`src/rtl/bus_slave_resp_if.sv`:
```
// Request/response bus between one granted master and bus_slave_resp.
// Signals:
//   s_sel  - request strobe from the granted master
//   s_wr   - 1 = write, 0 = read, qualified by s_sel
//   s_addr - word address
//   s_din  - write data
//   s_ack  - one-cycle response strobe
//   s_err  - address error, valid with s_ack
//   s_dout - read data
interface bus_slave_resp_if #(
  parameter int unsigned ADDR_W = 8,
  parameter int unsigned DATA_W = 32
);
  logic              s_sel;
  logic              s_wr;
  logic [ADDR_W-1:0] s_addr;
  logic [DATA_W-1:0] s_din;
  logic              s_ack;
  logic              s_err;
  logic [DATA_W-1:0] s_dout;

  modport master (
    output s_sel, s_wr, s_addr, s_din,
    input  s_ack, s_err, s_dout
  );

  modport slave (
    input  s_sel, s_wr, s_addr, s_din,
    output s_ack, s_err, s_dout
  );
endinterface

```
`src/rtl/bus_slave_resp.sv`:
```
// Bus slave with a small word memory and a fixed number of wait states
// before each single-cycle response.
// Ports:
//   clk     - rising-edge clock
//   reset_n - synchronous active-low reset, clears state, outputs and memory
//   bus     - slave side of bus_slave_resp_if (s_sel/s_wr/s_addr/s_din in,
//             s_ack/s_err/s_dout out, all outputs registered)
module bus_slave_resp #(
  parameter int unsigned ADDR_W      = 8,
  parameter int unsigned DATA_W      = 32,
  parameter int unsigned DEPTH       = 16,
  parameter int unsigned WAIT_CYCLES = 2
) (
  input  logic             clk,
  input  logic             reset_n,
  bus_slave_resp_if.slave  bus
);

  localparam int unsigned CNT_W = 4;
  localparam int unsigned IDX_W = (DEPTH > 1) ? $clog2(DEPTH) : 1;
  // Extra top bit keeps the range check correct when DEPTH == 2**ADDR_W.
  localparam logic [ADDR_W:0] DEPTH_LIM = (ADDR_W+1)'(DEPTH);

  typedef enum logic [1:0] {
    IDLE = 2'd0,
    WAIT = 2'd1,
    ACK  = 2'd2
  } state_t;

  state_t            state, state_n;
  logic [CNT_W-1:0]  cnt, cnt_n;
  logic              ack, ack_n;
  logic              err, err_n;
  logic [DATA_W-1:0] dout, dout_n;
  logic              lat_wr;
  logic [ADDR_W-1:0] lat_addr;
  logic [DATA_W-1:0] lat_din;
  logic              cap;
  logic              mem_we;
  logic              addr_ok;
  logic [DATA_W-1:0] rd_data;
  logic [DATA_W-1:0] mem [DEPTH];

  assign bus.s_ack  = ack;
  assign bus.s_err  = err;
  assign bus.s_dout = dout;

  // Range check and read port work only on the request captured at acceptance.
  assign addr_ok = {1'b0, lat_addr} < DEPTH_LIM;
  assign rd_data = mem[lat_addr[IDX_W-1:0]];

  // Next-state and next-output logic.
  always_comb begin
    state_n = state;
    cnt_n   = cnt;
    ack_n   = ack;
    err_n   = err;
    dout_n  = dout;
    cap     = 1'b0;
    mem_we  = 1'b0;
    unique case (state)
      IDLE: begin
        if (bus.s_sel) begin
          cap     = 1'b1;
          cnt_n   = CNT_W'(WAIT_CYCLES);
          state_n = WAIT;
        end
      end
      WAIT: begin
        if (cnt != '0) begin
          cnt_n = cnt - CNT_W'(1);
        end else begin
          ack_n   = 1'b1;
          state_n = ACK;
          if (!addr_ok) begin
            // Errored accesses discard writes and zero the read data.
            err_n  = 1'b1;
            dout_n = '0;
          end else if (lat_wr) begin
            mem_we = 1'b1;
          end else begin
            dout_n = rd_data;
          end
        end
      end
      ACK: begin
        ack_n   = 1'b0;
        err_n   = 1'b0;
        state_n = IDLE;
      end
      default: begin
        state_n = IDLE;
      end
    endcase
  end

  // State, output, request-capture and memory registers.
  always_ff @(posedge clk) begin
    if (!reset_n) begin
      state    <= IDLE;
      cnt      <= '0;
      ack      <= 1'b0;
      err      <= 1'b0;
      dout     <= '0;
      lat_wr   <= 1'b0;
      lat_addr <= '0;
      lat_din  <= '0;
      for (int i = 0; i < int'(DEPTH); i++) begin
        mem[i] <= '0;
      end
    end else begin
      state <= state_n;
      cnt   <= cnt_n;
      ack   <= ack_n;
      err   <= err_n;
      dout  <= dout_n;
      if (cap) begin
        lat_wr   <= bus.s_wr;
        lat_addr <= bus.s_addr;
        lat_din  <= bus.s_din;
      end
      if (mem_we) begin
        mem[lat_addr[IDX_W-1:0]] <= lat_din;
      end
    end
  end

endmodule

```
`src/flat_wrapper.sv`:
```
// flat-port wrapper written by rule: the top's interface ports become plain ports
module bus_slave_resp_flat 
#(
  parameter int unsigned ADDR_W      = 8,
  parameter int unsigned DATA_W      = 32,
  parameter int unsigned DEPTH       = 16,
  parameter int unsigned WAIT_CYCLES = 2
)
  (clk, reset_n, bus_s_sel, bus_s_wr, bus_s_addr, bus_s_din, bus_s_ack, bus_s_err, bus_s_dout);
  bus_slave_resp_if #(.ADDR_W(ADDR_W), .DATA_W(DATA_W)) bus_i ();
  input  logic clk;
  input  logic reset_n;
  input wire logic [$bits(bus_i.s_sel)-1:0] bus_s_sel;
  input wire logic [$bits(bus_i.s_wr)-1:0] bus_s_wr;
  input wire logic [$bits(bus_i.s_addr)-1:0] bus_s_addr;
  input wire logic [$bits(bus_i.s_din)-1:0] bus_s_din;
  output wire logic [$bits(bus_i.s_ack)-1:0] bus_s_ack;
  output wire logic [$bits(bus_i.s_err)-1:0] bus_s_err;
  output wire logic [$bits(bus_i.s_dout)-1:0] bus_s_dout;
  assign bus_i.s_sel = bus_s_sel;
  assign bus_i.s_wr = bus_s_wr;
  assign bus_i.s_addr = bus_s_addr;
  assign bus_i.s_din = bus_s_din;
  assign bus_s_ack = bus_i.s_ack;
  assign bus_s_err = bus_i.s_err;
  assign bus_s_dout = bus_i.s_dout;
  bus_slave_resp #(.ADDR_W(ADDR_W), .DATA_W(DATA_W), .DEPTH(DEPTH), .WAIT_CYCLES(WAIT_CYCLES)) u_core (.clk(clk), .reset_n(reset_n), .bus(bus_i));
endmodule
```
`config.mk`:
```
export PLATFORM = sky130hd
export DESIGN_NAME = bus_slave_resp_flat
export DESIGN_NICKNAME = d
export VERILOG_FILES = /design/src/rtl/bus_slave_resp_if.sv /design/src/rtl/bus_slave_resp.sv /design/src/flat_wrapper.sv
export SDC_FILE = /design/constraint.sdc
export NUM_CORES = 1
export LEC_CHECK = 0
export CORE_MARGIN = 2
export CORE_UTILIZATION = 30
export DETAILED_ROUTE_END_ITERATION = 6
export PLACE_DENSITY = 0.47
export SLEW_MARGIN = 25
export SYNTH_ARGS = -nofsm -noshare
export SYNTH_HDL_FRONTEND = slang
export SYNTH_SLANG_ARGS = --single-unit
```
`constraint.sdc`:
```
create_clock -name clk -period 9.7 [get_ports clk]
set_input_delay 2.425 -clock clk [delete_from_list [all_inputs] [get_ports clk]]
set_output_delay 2.425 -clock clk [all_outputs]
set_load 0.03 [all_outputs]
```
==> flow_metrics.tcl <==
set metrics [dict create \
    finalWorstSetupSlack_ps 4450 \
    hold_start "u_core.bus.s_dout[15]" \
    timing.rr.end "u_core.mem[8][4]" \
    synth_cells 1761 \
    synth.distinct_cells 35 \
    r2r_slack_ps 6260 \
    yosys-top-cells-count "and2_1, edfxtp_1, mux4_2" \
    post_cts.repair.setup_buffers 0 \
    skew_ps 24.8 \
    fin_tns_setup_ps 0 \
    wl_mm 73.5 \
    synth_top_cell_area_share 0.591 \
    critical_path_class "in -> reg" \
    grt_pass1_wl_mm 108 \
    cts_tree "done" \
    synthFlopType "edfxtp_1" \
    setup_viol 0 \
    synth_top_area_cell "edfxtp_1" \
    wl_met2_mm 34.2 \
    utilization 0.356 \
    p_sw_uw 1450 \
    rows 107 \
    layout-drive-gt1-share 0.164 \
    syn_area_per_cell_sq_um 14.8 \
    slowest_delay_ps 970 \
    crit_path_max_fanout 24 \
    fmax_mhz 191 \
    critPathTopFamily "simple AND/OR/NAND/NOR gates" \
    status "finished, final reports clean" \
    cpMaxStageDelayCell "nor2_2" \
    synth.most_common_cell "and2_1" \
    cts_root_buf "clkbuf_16" \
    async_flop_share 0 \
    syn_to_final_growth_pct 17.1 \
    path_cells "buf_2 > nand4b_1 > nor2_2 > buf_4 > and2_1" \
    synth_fp_nets 1811 \
    clockBufferDepth 3 \
    die_y_um 298 \
    portBuffers 77 \
    clkSinkCount 597 \
    drv_cap 0 \
    core_area_sq_um 85500 \
    met3_length_mm 3.53 \
    fin_hold_ws_ps 460 \
    ir_drop_mv 0.109 \
    leakagePower_uw 0.0107 \
    placed_area_sq_um 28300 \
    ys_seq_area_frac 0.657 \
    cts_resized 0 \
    clk_pin_slew_worst_paths_ps 50 \
    cts.htree.levels 3 \
    first_iter_violations 1111 \
    swShare 0.243 \
    arrival_ps 5700 \
    period_share 0.541 \
    first_global_vias 15177 \
    dr.pass1.iters 5 \
    top_level_ports 78 \
    hold_path_class "reg -> reg" \
    cts_buffers 68 \
    p_comb_frac 0.085 \
    hpwl_mm 41.8 \
    antenna_found_initial 3 \
    fp.dieArea_sq_um 89000 \
    synth_seq_cells 597 \
    syn_area_sq_um 26000 \
    period_needed_ps 5250 \
    worst_pin_slew_ps 1060 \
    synth_edf_count 512 \
    dp_slack_ps 3730 \
    clock_power_share 0.411 \
    insertion_delay_ps 610 \
    holdPathEnd "u_core.bus.s_dout[15]" \
    stdcell_area_sq_um 30400 \
    p_int_uw 4510 \
    endpoint_kind "flip-flop" \
    post-route-drc-count 0 \
    hold-path-cell-count 1 \
    power_density_nw_per_um2 196 \
    yosysWarnings 0 \
    vias 14321 \
    rsz0062_at_grt "false" \
    holdBufCountCts 0 \
    synth_area_leaders "edfxtp_1, and2_1, mux4_2, dfxtp_1, mux2i_1" \
    max_slew_margin 0.291 \
    wl_met1_mm 34.6 \
    grt_use_total 0.166 \
    hold_violations 0 \
    viasPerCell 4.76 \
    required_ps 10160 \
    die_x_um 298 \
    path_buf_inv 2 \
    gr-total-overflow 0 \
    seq_power_share 0.504 \
    rr_startpoint "u_core.lat_addr[7]" \
    wire_per_inst_um 24.5 \
    initial_core_util 0.304 \
    grt_max_degree 97 \
    slew_viol_final 0 \
    antenna_left 0 \
    top_layer_used "met4" \
    nNetsFinal 1857 \
    r2r_cells 5 \
    gp_congestion 0.726 \
    critPathLaunchType "input pin" \
]
==> cells in the final DEF, fill, tap and decap left out, types with 2 or more instances in the layout <==
cell             instances
nor2b_1                  4
nand4_1                  4
nand3_1                  4
buf_8                    2
inv_6                    4
nor3_1                   3
nor2_4                   9
nand2_1                 87
dfxtp_4                  3
clkbuf_8                 8
edfxtp_1               512
clkinv_2                 8
dfxtp_1                 82
nor2_1                  69
and2_1                 513
clkinv_1                 4
ha_1                     6
inv_1                    4
a211o_1                 32
a21oi_1                 47
mux4_2                 128
xor2_1                   2
buf_4                   34
nand2b_1                 4
mux2i_1                 65
buf_16                   4
clkbuf_1                28
o21ai_4                 15
nor2_2                   7
a311oi_1                 2
clkdlybuf4s50_1         76
clkbuf_16               71
==> flip-flops by register name, summed over array words and instances (netlist names), named ones only <==
register,count
u_core.mem,512
u_core.bus.s_ack,1
u_core.cnt,4
u_core.bus.s_err,1
u_core.lat_din,32
u_core.lat_wr,1
u_core.lat_addr,8
u_core.state,2
u_core.bus.s_dout,32
==> worst register-to-register path, stage by stage (launching register included) <==
cell	delay (ps)
dfxtp_1	330
nor4_4	580
nand4b_1	750
nor2_2	970
buf_4	470
and2_1	200
==> final cells by class <==
class | instances | area, sq um
Fill cell | 8093 | 55100
Sequential cell | 597 | 17100
Multi-Input combinational cell | 1017 | 8610
Clock buffer | 107 | 1990
Tap cell | 1144 | 1430
Timing Repair Buffer | 118 | 1180
Clock inverter | 18 | 114
Inverter | 5 | 18.8
Antenna cell | 1 | 2.50
==> kinds of logic after synthesis <==
logic type               Yosys count  share of synthesized area
flip-flops                       597                      0.657
AND/OR/NAND/NOR                  717                      0.157
multiplexers                     194                      0.136
AO/OA/AOI/OAI                     98                     0.0238
adder cells (fa/ha/maj)            6                    0.00289
XOR/XNOR                           2                   0.000674
buffers and inverters            147                     0.0222
==> power by group through the flow <==
| stage | clock [uW] | sequential (uW) | combinational, uW |
|---|---|---|---|
| final | 2450 | 3000 | 506 |
| after global routing | 2610 | 3020 | 548 |
| after CTS | 2510 | 3000 | 517 |
| after detailed placement | 0 | 3060 | 516 |
| after global placement | 0 | 3050 | 512 |
| after floorplan | 0 | 3000 | 342 |
==> stage by stage <==
stage	power, uW	cells
floorplan	3340	1761
global placement	3560	2875
detailed placement	3570	2879
CTS	6030	3004
global route	6170	3006
finish	5960	3007
==> worst max-delay path by stage <==
stage | startpoint | endpoint | slack, ps | cells past startpoint
final | reset_n | u_core.mem[8][4] | 4450 | 5
after CTS | reset_n | u_core.mem[1][8] | 4360 | 5
after global placement | reset_n | u_core.mem[1][23] | 3840 | 5
after detailed placement | reset_n | u_core.mem[1][24] | 3730 | 5
after floorplan | reset_n | u_core.mem[0][0] | 4240 | 2
after global routing | reset_n | u_core.mem[8][4] | 4310 | 5
==> metal layers <==
metal  track usage  vias to the layer above
li1              -                     6470
met1         0.236                     7443
met2         0.263                      335
met3        0.0271                       73
met4        0.0441                        0
met5             0                        -
Power figures use the tool's default switching activity.
